--- src/rtl/pipe_ctrl_pkg.sv ---
// Shared encodings for the pipeline hazard controller: EX operand forward
// select and branch resolve stage identifiers.
package pipe_ctrl_pkg;

    typedef enum logic [1:0] {
        FWD_REG = 2'b00,
        FWD_WB  = 2'b01,
        FWD_MEM = 2'b10
    } fwd_sel_e;

    localparam int BR_STAGE_EX  = 2;
    localparam int BR_STAGE_MEM = 3;

endpackage

--- src/rtl/hazard_scoreboard.sv ---
// Per-register result-ready countdowns: set on issue, decrement each unfrozen
// cycle, bulk clear on flush; two combinational "still pending" read ports.
module hazard_scoreboard
    import pipe_ctrl_pkg::*;
#(
    parameter int REG_ADDR_W = 5,
    parameter int NUM_REGS   = 32,
    parameter int CNT_W      = 2
) (
    input  logic                  clk_i,
    input  logic                  rst_i,
    input  logic                  clear_i,
    input  logic                  hold_i,
    input  logic                  set_en_i,
    input  logic [REG_ADDR_W-1:0] set_idx_i,
    input  logic [CNT_W-1:0]      set_val_i,
    input  logic [REG_ADDR_W-1:0] rd_a_idx_i,
    input  logic [REG_ADDR_W-1:0] rd_b_idx_i,
    output logic                  rd_a_busy_o,
    output logic                  rd_b_busy_o
);

    logic [CNT_W-1:0] cnt_q [NUM_REGS];
    logic [CNT_W-1:0] cnt_d [NUM_REGS];

    // Entry 0 stays at zero: r0 is hardwired and never produces a hazard.
    always_comb begin
        for (int r = 0; r < NUM_REGS; r++) begin
            cnt_d[r] = cnt_q[r];
            if (r == 0 || clear_i) begin
                cnt_d[r] = '0;
            end else if (!hold_i) begin
                if (set_en_i && set_idx_i == REG_ADDR_W'(r)) begin
                    cnt_d[r] = set_val_i;
                end else if (cnt_q[r] != '0) begin
                    cnt_d[r] = cnt_q[r] - 1'b1;
                end
            end
        end
    end

    always_ff @(posedge clk_i or posedge rst_i) begin
        if (rst_i) begin
            for (int r = 0; r < NUM_REGS; r++) cnt_q[r] <= '0;
        end else begin
            for (int r = 0; r < NUM_REGS; r++) cnt_q[r] <= cnt_d[r];
        end
    end

    always_comb begin
        rd_a_busy_o = 1'b0;
        rd_b_busy_o = 1'b0;
        for (int r = 1; r < NUM_REGS; r++) begin
            if (rd_a_idx_i == REG_ADDR_W'(r) && cnt_q[r] != '0) rd_a_busy_o = 1'b1;
            if (rd_b_idx_i == REG_ADDR_W'(r) && cnt_q[r] != '0) rd_b_busy_o = 1'b1;
        end
    end

endmodule

--- src/rtl/pipe_hazard_ctrl.sv ---
// 5-stage pipeline control: scoreboard stall, branch flush, EX forwarding, memory freeze.
// Zero added latency (outputs combinational); HAZARD_PERF_EN adds stall/flush perf counters.
module pipe_hazard_ctrl
    import pipe_ctrl_pkg::*;
#(
    parameter int REG_ADDR_W = 5,
    parameter int NUM_REGS   = 32,
    parameter int LOAD_LAT   = 2,
    parameter int CNT_W      = 2,
    parameter int BR_STAGE   = 3
) (
    input  logic                  clk_i,
    input  logic                  rst_i,
    input  logic                  id_valid_i,
    input  logic [REG_ADDR_W-1:0] id_rs_i,
    input  logic [REG_ADDR_W-1:0] id_rt_i,
    input  logic                  id_use_rs_i,
    input  logic                  id_use_rt_i,
    input  logic                  id_regwrite_i,
    input  logic                  id_memread_i,
    input  logic [REG_ADDR_W-1:0] id_dst_i,
    input  logic [REG_ADDR_W-1:0] ex_rs_i,
    input  logic [REG_ADDR_W-1:0] ex_rt_i,
    input  logic                  mem_regwrite_i,
    input  logic                  mem_memread_i,
    input  logic [REG_ADDR_W-1:0] mem_dst_i,
    input  logic                  wb_regwrite_i,
    input  logic [REG_ADDR_W-1:0] wb_dst_i,
    input  logic                  branch_taken_i,
    input  logic                  mem_busy_i,
    output logic                  stall_front_o,
    output logic                  bubble_ex_o,
    output logic                  freeze_o,
    output logic                  flush_if_id_o,
    output logic                  flush_id_ex_o,
    output logic                  flush_ex_mem_o,
    output logic [1:0]            fwd_a_o,
    output logic [1:0]            fwd_b_o,
    output logic [31:0]           perf_stall_cnt_o,
    output logic [31:0]           perf_flush_cnt_o
);

    localparam bit FLUSH_EX_MEM = (BR_STAGE == BR_STAGE_MEM);

    logic             freeze, flush, stall, issue;
    logic             rs_busy, rt_busy;
    logic             set_en;
    logic [CNT_W-1:0] set_val;

    assign freeze  = mem_busy_i;
    // The resolve stage holds its branch while frozen, so it is taken on release.
    assign flush   = branch_taken_i & ~freeze;
    assign stall   = id_valid_i & ((id_use_rs_i & rs_busy) | (id_use_rt_i & rt_busy));
    assign issue   = id_valid_i & ~stall & ~freeze & ~flush;
    assign set_en  = issue & id_regwrite_i & (id_dst_i != '0);
    assign set_val = id_memread_i ? CNT_W'(LOAD_LAT - 1) : '0;

    hazard_scoreboard #(
        .REG_ADDR_W (REG_ADDR_W),
        .NUM_REGS   (NUM_REGS),
        .CNT_W      (CNT_W)
    ) u_sb (
        .clk_i       (clk_i),
        .rst_i       (rst_i),
        .clear_i     (flush),
        .hold_i      (freeze),
        .set_en_i    (set_en),
        .set_idx_i   (id_dst_i),
        .set_val_i   (set_val),
        .rd_a_idx_i  (id_rs_i),
        .rd_b_idx_i  (id_rt_i),
        .rd_a_busy_o (rs_busy),
        .rd_b_busy_o (rt_busy)
    );

    function automatic fwd_sel_e fwd_pick(input logic [REG_ADDR_W-1:0] src);
        if (src == '0)                                              return FWD_REG;
        if (mem_regwrite_i && !mem_memread_i && mem_dst_i == src)   return FWD_MEM;
        if (wb_regwrite_i && wb_dst_i == src)                       return FWD_WB;
        return FWD_REG;
    endfunction

    assign freeze_o       = ~rst_i & freeze;
    assign stall_front_o  = ~rst_i & (stall | freeze) & ~flush;
    assign bubble_ex_o    = ~rst_i & stall & ~freeze & ~flush;
    assign flush_if_id_o  = ~rst_i & flush;
    assign flush_id_ex_o  = ~rst_i & flush;
    assign flush_ex_mem_o = ~rst_i & flush & FLUSH_EX_MEM;
    assign fwd_a_o        = rst_i ? 2'b00 : fwd_pick(ex_rs_i);
    assign fwd_b_o        = rst_i ? 2'b00 : fwd_pick(ex_rt_i);

`ifdef HAZARD_PERF_EN
    logic [31:0] perf_stall_q, perf_flush_q;

    always_ff @(posedge clk_i or posedge rst_i) begin
        if (rst_i) begin
            perf_stall_q <= '0;
            perf_flush_q <= '0;
        end else begin
            if (stall_front_o) perf_stall_q <= perf_stall_q + 32'd1;
            if (flush_if_id_o) perf_flush_q <= perf_flush_q + 32'd1;
        end
    end

    assign perf_stall_cnt_o = perf_stall_q;
    assign perf_flush_cnt_o = perf_flush_q;
`else
    assign perf_stall_cnt_o = '0;
    assign perf_flush_cnt_o = '0;
`endif

endmodule
--- config.mk ---
export PLATFORM = sky130hd
export DESIGN_NAME = pipe_hazard_ctrl
export DESIGN_NICKNAME = d
export VERILOG_FILES = /design/src/rtl/pipe_ctrl_pkg.sv /design/src/rtl/hazard_scoreboard.sv /design/src/rtl/pipe_hazard_ctrl.sv
export SDC_FILE = /design/constraint.sdc
export NUM_CORES = 1
export LEC_CHECK = 0
export CORE_ASPECT_RATIO = 1.5
export CORE_MARGIN = 1
export CORE_UTILIZATION = 35
export CTS_CLUSTER_SIZE = 25
export DETAILED_ROUTE_END_ITERATION = 8
export PLACE_DENSITY_LB_ADDON = 0.2
export SLEW_MARGIN = 20
export SYNTH_ARGS = -nofsm -noshare
export SYNTH_HDL_FRONTEND = slang
export SYNTH_HIERARCHICAL = 1
export SYNTH_SLANG_ARGS = --single-unit
--- constraint.sdc ---
create_clock -name clk_i -period 3.4 [get_ports clk_i]
set_clock_uncertainty 0.1 [all_clocks]
set_input_delay 0.68 -clock clk_i [delete_from_list [all_inputs] [get_ports clk_i]]
set_output_delay 0.68 -clock clk_i [all_outputs]
set_load 0.01 [all_outputs]
Word level (Yosys, flattened, before mapping)
Index checks and enable logic that the tools add are counted.
{ "classes": {"bitwise_logic": 22, "n_mux": 213, "n_eq_ne": 98, "n_addsub": 31, "n_reduce_logical": 195} }
{ "op_table": {"columns": ["operator", "count"], "rows": [
  ["two-way mux 2 bit", 138],
  ["== test 5 bit (second input constant)", 48],
  ["== test 5 x 4 -> 1 bit (second input constant)", 24],
  ["logical AND 1 bit", 98],
  ["nonzero test 3 bit", 31],
  ["two-way mux 1 bit", 75],
  ["AND reduction 2 bit", 31],
  ["nonzero test 2 bit", 31],
  ["subtractor 2 x 1 -> 2 bit (second input constant)", 31],
  ["== test 5 x 3 -> 1 bit (second input constant)", 12],
  ["== test 5 x 2 -> 1 bit (second input constant)", 6],
  ["== test 5 bit", 4],
  ["AND 1 bit", 16],
  ["== test 5 x 1 -> 1 bit (second input constant)", 3],
  ["zero test 5 bit", 2],
  ["nonzero test 5 bit", 1],
  ["inverter 1 bit", 4],
  ["!= test 2 x 1 -> 1 bit (second input constant)", 1],
  ["OR 1 bit", 2],
  ["zero test 1 bit", 1]
]} }
{ "word_totals": {"input_bits": 47, "out_inout_bits": 74, "elab_cells": 590, "reg_bits": 62} }

Logic depth before layout (Yosys ltp)
Gate-level depths: netlist of run 1.
{ "depth": {"depth_word": 46, "ltp_mapped": 14, "ltp_nobuf": 14} }

Modules after synthesis
Netlist of run 1, hierarchy kept.
{ "by_module_without_submodules": {"columns": ["module", "area_per_inst_um2", "seq_area_each_um2", "n_inst", "cells_each"], "rows": [
  ["hazard_scoreboard", 4948.5, 1551.5, 1, 578],
  ["pipe_hazard_ctrl", 849.6, 0.0, 1, 118]
]} }

Worst setup path before layout of run 1
Ideal clock, no wire load.
{ "synth_path": {"path_kind": "input port to flip-flop", "start": "input id_rt_i[3]", "end": "register u_sb/cnt_q[38] (netlist name)", "setup_ns": 0.132, "path_buffers": 2, "t_arrival_ns": 3.220, "setup_slack_ns": -0.051, "cell_stages": 13, "t_required_ns": 3.168, "path_cell_list": "buf_2 > clkbuf_1 > nor4_1 > o31ai_1 > nand4_1 > a22o_1 > a22o_1 > nor3_1 > and4b_2 > nand2_1 > mux2_1 > a22oi_1 > nor2_1"} }
{ "synth_via": {"elab_chain_cells": 46, "word_cells_on_any_way": 108, "cone_classes": "31 x eq/ne; 34 x mux; 9 x bitwise; 34 x reduce/logical"} }
{ "synth_lines": {"columns": ["item", "line", "text"], "rows": [
  ["start, declared", "pipe_hazard_ctrl.sv:16", "input logic [REG_ADDR_W-1:0] id_rt_i,"],
  ["== test 5 x 1 -> 1 bit", "hazard_scoreboard.sv:55", "if (rd_b_idx_i == REG_ADDR_W'(r) && cnt_q[r] != '0) rd_b_busy_o = 1'b1;"],
  ["logical AND 1 bit", "hazard_scoreboard.sv:55", null],
  ["two-way mux 1 bit (30 in a row)", "hazard_scoreboard.sv:55", null],
  ["two-way mux 1 bit *", "hazard_scoreboard.sv:55", null],
  ["via rt_busy", "pipe_hazard_ctrl.sv:46", "logic rs_busy, rt_busy;"],
  ["AND 1 bit *", "pipe_hazard_ctrl.sv:53", "assign stall = id_valid_i & ((id_use_rs_i & rs_busy) | (id_use_rt_i & rt_busy));"],
  ["OR 1 bit *", "pipe_hazard_ctrl.sv:53", null],
  ["AND 1 bit *", "pipe_hazard_ctrl.sv:53", null],
  ["inverter 1 bit *", "pipe_hazard_ctrl.sv:54", "assign issue = id_valid_i & ~stall & ~freeze & ~flush;"],
  ["AND 1 bit * (3 in a row)", "pipe_hazard_ctrl.sv:54", null],
  ["AND 1 bit * (2 in a row)", "pipe_hazard_ctrl.sv:55", "assign set_en = issue & id_regwrite_i & (id_dst_i != '0);"],
  ["via set_en", "pipe_hazard_ctrl.sv:47", "logic set_en;"],
  ["logical AND 1 bit *", "hazard_scoreboard.sv:33", "if (set_en_i && set_idx_i == REG_ADDR_W'(r)) begin"],
  ["two-way mux 2 bit", "hazard_scoreboard.sv:33", null],
  ["two-way mux 2 bit", "hazard_scoreboard.sv:32", "end else if (!hold_i) begin"],
  ["two-way mux 2 bit", "hazard_scoreboard.sv:30", "if (r == 0 || clear_i) begin"],
  ["end, declared", "hazard_scoreboard.sv:23", "logic [CNT_W-1:0] cnt_q [NUM_REGS];"]
]} }
Mark *: on every way through the listed nets, which the timed path passes. The rest lies on a longest branch. The select of a mux whose other input is x is not followed.
A chain may end at the register's enable or synchronous reset.

Worst setup path in the final report of run 1
{ "layout_path": {"start": "register u_sb/cnt_q[60] (netlist name)", "end": "register u_sb/cnt_q[32] (netlist name)"} }
{ "layout_via": {"elab_chain_cells": 46, "word_cells_on_any_way": 81, "cone_classes": "65 x mux; 10 x bitwise; 6 x reduce/logical"} }
{ "layout_lines": {"columns": ["item", "line"], "rows": [
  ["nonzero test 2 bit *", "hazard_scoreboard.sv:55"],
  ["logical AND 1 bit *", "hazard_scoreboard.sv:55"],
  ["two-way mux 1 bit * (31 in a row)", "hazard_scoreboard.sv:55"],
  ["via rt_busy", "pipe_hazard_ctrl.sv:46"],
  ["AND 1 bit *", "pipe_hazard_ctrl.sv:53"],
  ["OR 1 bit *", "pipe_hazard_ctrl.sv:53"],
  ["AND 1 bit *", "pipe_hazard_ctrl.sv:53"],
  ["inverter 1 bit *", "pipe_hazard_ctrl.sv:54"],
  ["AND 1 bit * (3 in a row)", "pipe_hazard_ctrl.sv:54"],
  ["AND 1 bit * (2 in a row)", "pipe_hazard_ctrl.sv:55"],
  ["via set_en", "pipe_hazard_ctrl.sv:47"],
  ["logical AND 1 bit *", "hazard_scoreboard.sv:33"],
  ["two-way mux 2 bit", "hazard_scoreboard.sv:33"],
  ["two-way mux 2 bit", "hazard_scoreboard.sv:32"],
  ["two-way mux 2 bit", "hazard_scoreboard.sv:30"]
]} }
Marked as above.

==> summary.md, run 1 <==
| Metric | Value |
|---|---|
| Power Density | 694 nW/um^2 |
| Startpoint types | flop |
| Drt via density | 5.39 |
| Reg2reg path depth | 14 |
| Syn. warnings | 6 |
| Final std cells w/o fill | 1043 |
| Syn-to-layout area delta | 36.8% |
| CP Capture Type | flop |
| Fill cells | 1561 |
| Via count | 5621 |
| FF+latch area | 1550 um^2 |
| Top cells by area, synth | dfrtp_1, buf_4, ha_1, mux2_2, nor2_1 |
| Biggest regs | u_sb/cnt_q: 62 flops |
| Fin. Hold Viols | 0 |
| Layout cell share with drive strength beyond 1 | 0.321 |
| IO Count | 121 |
| Most flop-heavy register | u_sb/cnt_q |
| Synthesized area | 5800 um^2 |
| Post-Synthesis Cells | 696 |
| Final period util | 1.01 |
| Clk Latency, worst-skew pair | 340 ps |
| Drt drc | 0 |
| Final min period | 3430 ps |
| Post-synth EDFFs | 0 |
| Placer Congestion | 0.858 |
| Clock tree sinks | 62 |
| Max Slew Vio Count | 0 |
| RSZ-0062 raised after global routing | yes |
| Die H | 160 um |
| DRT iter0 DRCs | 256 |
| Final setup viols | 1 |
| Vias in the first global route | 5699 |
| Clock root buffer | clkbuf_16 |
| DRT Wirelength | 18400 um |
| Final core occ | 0.490 |
| Max Freq | 291 MHz |
| Synth Flop Type | dfrtp_1 |
| Largest net degree at the start of global routing | 63 |
| Max reg flops | 62 |
| Max-slew headroom | 0.471 |
| WL/cell | 17.6 um |
| Most common cell in the synthesized netlist | nor2_1 |
| Crit Path Class | reg2reg |
| Min-delay worst type | reg2reg |
| Overall global routing resource usage | 0.214 |
| Inst Count DP | 1008 |
| Reg clk slew, reported paths | 50 ps |
| Core area | 16200 um^2 |
| Final Net Count | 911 |
| Post-synth top area cell | dfrtp_1 |
| Die Span X | 107 um |
| R2R Setup Slk | -30 ps |
| Die area | 17100 um^2 |
| WP data required | 3480 ps |
| Num CTS Buffers | 9 |
| Placed inst area | 6930 um^2 |
| Maximum VDD drop | 0.000278 V |
| Critical path peak fanout | 8 |
| IO Port Bufs | 56 |
| Critical path origin | u_sb/cnt_q[60]$_DFFE_PP0P_ |
| Failing checks | setup timing |
| First-pass iteration count of the detailed router | 4 |
| Syn avg cell area | 8.33 um^2 |
| Origin of the critical flop-to-flop path | u_sb/cnt_q[60]$_DFFE_PP0P_ |
| Sequential element share of the synthesized area | 0.268 |
| Async SR Flop Fraction | 1.00 |
| Multi-input logic area | 4100 um^2 |
| Largest buffer count on any clock path | 2 |
| N_diodes | 0 |
| RR Endpoint | u_sb/cnt_q[32]$_DFFE_PP0P_ |
| Share of the synthesized area in the top cell type | 0.268 |
| Max-Cap Viols | 0 |
| Flops & latches, synth | 62 |
| Top post-synthesis cells by count | nor2_1, buf_4, inv_1 |
| Status | complete, but fails checks |
| Final Cell Area | 7930 um^2 |
| Worst-margin pin slew | 793 ps |
| CP arrival | 3520 ps |
| FP Rows | 57 |
| Post-route setup slack | -32.4 ps |
| Final ANT Viol Nets | 0 |
| Setup crit end | u_sb/cnt_q[32]$_DFFE_PP0P_ |
| GRT overflow | 0 |
| First-pass GRT wire length | 28500 um |
| TritonCTS clock tree | yes |
| Initial antenna violation count | 0 |
| H-tree depth | 3 |
| P_leak | 3.68 nW |
| Sum Neg Setup Slack | -32.4 ps |
| Hpwl dp | 13000 um |
| Initial Util | 0.358 |
| Synth unique cells | 54 |
## power breakdown
part           switching [mW]  total [mW]  internal, mW
sequential              0.163        1.22          1.06
clock                   0.346        1.02         0.675
combinational            1.57        3.26          1.69
## logic make-up (layout without fill, tap and decap cells)
| family | after synthesis | after routing | synth area share |
|---|---|---|---|
| compound gates | 151 | 151 | 0.186 |
| fa+ha+maj | 31 | 31 | 0.0669 |
| mux | 49 | 49 | 0.0952 |
| flops | 62 | 62 | 0.268 |
| other cells | 1 | 68 | 0.000647 |
| buf+inv | 168 | 242 | 0.153 |
| xor+xnor | 20 | 20 | 0.0302 |
| simple gates | 214 | 214 | 0.200 |
## metal layers
layer  vias to the layer above  global-route usage  routed length [um]
li1                       2614                   -                   -
met1                      2771               0.231                7120
met2                       190               0.407                9790
met3                        46              0.0237                 768
met4                         0               0.100                 705
met5                         -                   0                   0
## stage by stage
stage / total power, mW / hold WS [ps] / setup slack, ps
2_1_floorplan: 3.17 / 406 / 79.4
3_3_place_gp: 3.88 / 424 / -660
3_5_place_dp: 4.08 / 436 / -724
4_1_cts: 5.16 / 448 / -40.5
5_1_grt: 5.91 / 466 / -109
6_report: 5.50 / 441 / -32.4
## how the worst min path moves through the flow
stage | start | to | cells past startpoint | slack, ps
global route | u_sb/cnt_q[21]$_DFFE_PP0P_ | u_sb/cnt_q[21]$_DFFE_PP0P_ | 2 | 470
finish | u_sb/cnt_q[57]$_DFFE_PP0P_ | u_sb/cnt_q[57]$_DFFE_PP0P_ | 2 | 440
detailed placement | u_sb/cnt_q[61]$_DFFE_PP0P_ | u_sb/cnt_q[61]$_DFFE_PP0P_ | 2 | 440
global placement | u_sb/cnt_q[61]$_DFFE_PP0P_ | u_sb/cnt_q[61]$_DFFE_PP0P_ | 2 | 420
CTS | u_sb/cnt_q[61]$_DFFE_PP0P_ | u_sb/cnt_q[61]$_DFFE_PP0P_ | 2 | 450
floorplan | u_sb/cnt_q[61]$_DFFE_PP0P_ | u_sb/cnt_q[61]$_DFFE_PP0P_ | 2 | 410
## critical path, stage by stage (launching register included)
cell     delay (ps)
dfrtp_1         410
inv_1            80
ha_2            270
nor4_1           90
o31ai_1         280
nand4_1         180
a22o_1          270
a22o_1          230
nor3_2          180
buf_4           180
and4b_2         340
nand2_2         110
mux2_4          350
a22oi_2         160
nor2_1           60
## layout make-up
| class | instances | area share |
|---|---|---|
| Timing Repair Buffer | 161 | 0.183 |
| Tap cell | 206 | 0.0325 |
| Clock buffer | 11 | 0.0319 |
| Sequential cell | 62 | 0.196 |
| Multi-Input combinational cell | 533 | 0.517 |
| Inverter | 66 | 0.0312 |
| Clock inverter | 4 | 0.00883 |
## placed cells by master (no fill, tap or decap), types with 5 or more instances in the layout
master and instances:
xnor2_1 18, nor2b_1 7, a221oi_1 22, dlymetal6s2s_1 5, ha_2 5, o21ai_1 8
mux2_4 8, nand2_2 21, inv_1 59, dfrtp_1 62, a22oi_1 17, a22oi_2 12
buf_4 83, nand4_1 6, clkdlybuf4s50_1 42, nand3b_1 33, mux2_2 28, or3_1 5
o21ai_0 21, clkbuf_2 5, nand2_4 9, ha_1 22, nand2b_1 6, nor3_2 6
mux2i_1 8, conb_1 68, a21o_1 29, buf_6 15, inv_2 7, clkbuf_16 9
nand2_1 13, nor2_1 72, a221oi_2 8
## what timing repair did
action                                  in CTS  in global routing
gates cloned                                 4                  0
pin swaps                                   13                 53
setup buffers                                6                 10
hold buffers                                 0                  0
endpoints found under the setup margin      66                 66
resized for setup                           44                142
No activity file was read; power rests on OpenSTA's default activity.
==> run 2, diff against run 1 <==
--- a/config.mk
+++ b/config.mk
@@ -14,5 +14,4 @@
 export SLEW_MARGIN = 20
 export SYNTH_ARGS = -nofsm -noshare
 export SYNTH_HDL_FRONTEND = slang
-export SYNTH_HIERARCHICAL = 1
 export SYNTH_SLANG_ARGS = --single-unit
==> summary.md, run 2 <==
| Metric | Value |
|---|---|
| Status | finished clean |
| Post-route setup slack | 8.46 ps |
| Final core occ | 0.467 |
| Core area | 15700 um^2 |
| Max-Cap Viols | 0 |
| WL/cell | 17.9 um |
| First-pass iteration count of the detailed router | 5 |
| Drt drc | 0 |
| Largest buffer count on any clock path | 2 |
| Max-slew headroom | 0.609 |
| Max Slew Vio Count | 0 |
| Startpoint types | flop |
| Critical path origin | u_sb.cnt_q[50]$_DFFE_PP0P_ |
| Post-synth top area cell | dfrtp_1 |
| R2R Setup Slk | 8 ps |
| Final period util | 0.998 |
| Max Freq | 295 MHz |
| Placer Congestion | 0.867 |
| IO Port Bufs | 56 |
| IO Count | 121 |
| Vias in the first global route | 5615 |
| Layout cell share with drive strength beyond 1 | 0.227 |
| Synthesized area | 5660 um^2 |
| CP Capture Type | flop |
| Clk Latency, worst-skew pair | 340 ps |
| Final setup viols | 0 |
| Most frequent cells in the layout | buf_4, conb_1, inv_1 |
| Die area | 16700 um^2 |
| Worst path depth | 11 |
| Crit Path Class | reg2reg |
| Top cells by area, synth | dfrtp_1, buf_4, ha_1, inv_1, nor3_1 |
| Num CTS Buffers | 9 |
| Via count | 5556 |
| DRT iter0 DRCs | 217 |
| Worst-margin pin slew | 585 ps |
| Initial antenna violation count | 0 |
| H-tree depth | 3 |
| Largest net degree at the start of global routing | 53 |
| Dominant delay contributor by cell family on the critical path | compound AO/OA/AOI/OAI gates |
| Initial Util | 0.360 |
| Most common cell in the synthesized netlist | inv_1 |
| Syn-to-layout area delta | 29.7% |
| Clock tree sinks | 62 |
| CP Cell Sequence | inv_2, ha_4, mux2_4, nor3b_1, or4_1, o31a_1, a32oi_4, buf_4, nand3_1, a31o_2, a221o_1 |
| Async SR Flop Fraction | 1.00 |
| Syn. warnings | 0 |
| Most common cell after layout, fill and taps aside | buf_4 |
| Sequential element share of the synthesized area | 0.274 |
| Final Net Count | 906 |
| Largest family of logic cells by synthesized area | simple AND/OR/NAND/NOR gates |
| Critical path peak fanout | 36 |
| DRT Wirelength | 18500 um |
| FP Rows | 56 |
| Most flop-heavy register | u_sb.cnt_q |
| Biggest regs | u_sb.cnt_q: 62 flops |
| TritonCTS clock tree | yes |
| Reg2reg path depth | 11 |
| Synth Area in Compound Gates | 0.209 |
| Sum Neg Setup Slack | 0 ps |
| Crit-path slowest cell | or4_1 |
| Max reg flops | 62 |
| Flops & latches, synth | 62 |
| Origin of the critical flop-to-flop path | u_sb.cnt_q[50]$_DFFE_PP0P_ |
| Min-delay worst type | reg2reg |
| P_leak | 3.28 nW |
| Synth Area in XOR/XNOR | 0.0310 |
| Clock root buffer | clkbuf_16 |
| Simple-gate area share of the yosys netlist | 0.217 |
| RR Endpoint | u_sb.cnt_q[40]$_DFFE_PP0P_ |
| Synth unique cells | 64 |
| Syn avg cell area | 8.21 um^2 |
| Setup crit end | u_sb.cnt_q[40]$_DFFE_PP0P_ |
| CP arrival | 3520 ps |
| First-pass GRT wire length | 28900 um |
| Mux cell area share after synthesis | 0.0303 |
| Synth Area in Adders | 0.0686 |
| RSZ-0062 raised after global routing | yes |
| Drt via density | 5.36 |
| Hpwl dp | 14200 um |
| Crit path buf inv count | 2 |
| Power Density | 648 nW/um^2 |
| Share of the synthesized area in the top cell type | 0.274 |
| Final min period | 3390 ps |
| GRT overflow | 0 |
| Post-synth EDFFs | 0 |
| Post-Synthesis Cells | 689 |
| WP data required | 3520 ps |
| Die Span X | 106 um |
| Final ANT Viol Nets | 0 |
| Overall global routing resource usage | 0.226 |
| Maximum VDD drop | 0.000286 V |
| Die H | 158 um |
| Reg clk slew, reported paths | 60 ps |
| Fin. Hold Viols | 0 |
| Synth Flop Type | dfrtp_1 |
| Pre-CTS WS | -805 ps |
| Top post-synthesis cells by count | inv_1, buf_4, dfrtp_1 |
| CP max stage delay | 500 ps |
| N_diodes | 0 |
[run 2: kinds of logic after synthesis]
kind of cell,Yosys count
buf+inv,177
flops,62
xor+xnor,20
compound gates,156
fa+ha+maj,31
other cells,1
simple gates,228
mux,14
[run 2: worst min path at each step]
stage	startpoint	end	slack (ps)	cells after the start
after floorplan	u_sb.cnt_q[47]$_DFFE_PP0P_	u_sb.cnt_q[47]$_DFFE_PP0P_	350	1
after global placement	u_sb.cnt_q[33]$_DFFE_PP0P_	u_sb.cnt_q[33]$_DFFE_PP0P_	360	1
after detailed placement	u_sb.cnt_q[49]$_DFFE_PP0P_	u_sb.cnt_q[49]$_DFFE_PP0P_	370	1
after CTS	u_sb.cnt_q[49]$_DFFE_PP0P_	u_sb.cnt_q[49]$_DFFE_PP0P_	380	1
after global routing	u_sb.cnt_q[49]$_DFFE_PP0P_	u_sb.cnt_q[49]$_DFFE_PP0P_	400	1
final	u_sb.cnt_q[49]$_DFFE_PP0P_	u_sb.cnt_q[49]$_DFFE_PP0P_	380	1
[run 2: report_power, final]
group	leakage, nW	total (mW)	internal (mW)	switching, mW
combinational	2.34	2.61	1.28	1.32
clock	0.134	0.951	0.569	0.382
sequential	0.812	1.20	1.03	0.167
total	3.28	4.75	2.88	1.87
[run 2: cell type report]
| class | instances | area [um^2] |
|---|---|---|
| repair buffers | 170 | 1430 |
| clock inverters | 7 | 73.8 |
| flip-flops and latches | 62 | 1550 |
| multi-input cells | 513 | 3530 |
| fillers | 1534 | 8360 |
| inverters | 72 | 270 |
| well taps | 203 | 254 |
| clock buffers | 9 | 225 |
[run 2: routing by layer]
metal,wire length [um],GRT usage,share of wire
met1,7140,0.240,0.39
met4,668,0.105,0.036
met5,0,0,0
met3,699,0.0296,0.038
met2,10000,0.436,0.54
[run 2: through the flow]
stage | hold WS (ps) | instance area [um^2] | std cells | total power, mW
after floorplan | 350 | 5890 | 752 | 2.68
after global placement | 360 | 6770 | 1002 | 3.48
after detailed placement | 367 | 6770 | 1002 | 3.60
after CTS | 380 | 7230 | 1032 | 4.67
after global routing | 396 | 7330 | 1036 | 5.09
final | 381 | 7330 | 1036 | 4.75
[run 2: what timing repair did]
item,4_1_cts,5_1_grt
cloned,1,0
endpoints found under the setup margin,54,39
resized for setup,50,31
hold buffers,0,0
pin swaps,12,16
setup buffers,13,5
==> run 3, diff against run 2 <==
--- a/config.mk
+++ b/config.mk
@@ -14,4 +14,5 @@
 export SLEW_MARGIN = 20
 export SYNTH_ARGS = -nofsm -noshare
 export SYNTH_HDL_FRONTEND = slang
+export SYNTH_HIERARCHICAL = 1
 export SYNTH_SLANG_ARGS = --single-unit
==> results of run 3 <==
No change in the layout: final DEF, timing and power equal those of run 1.
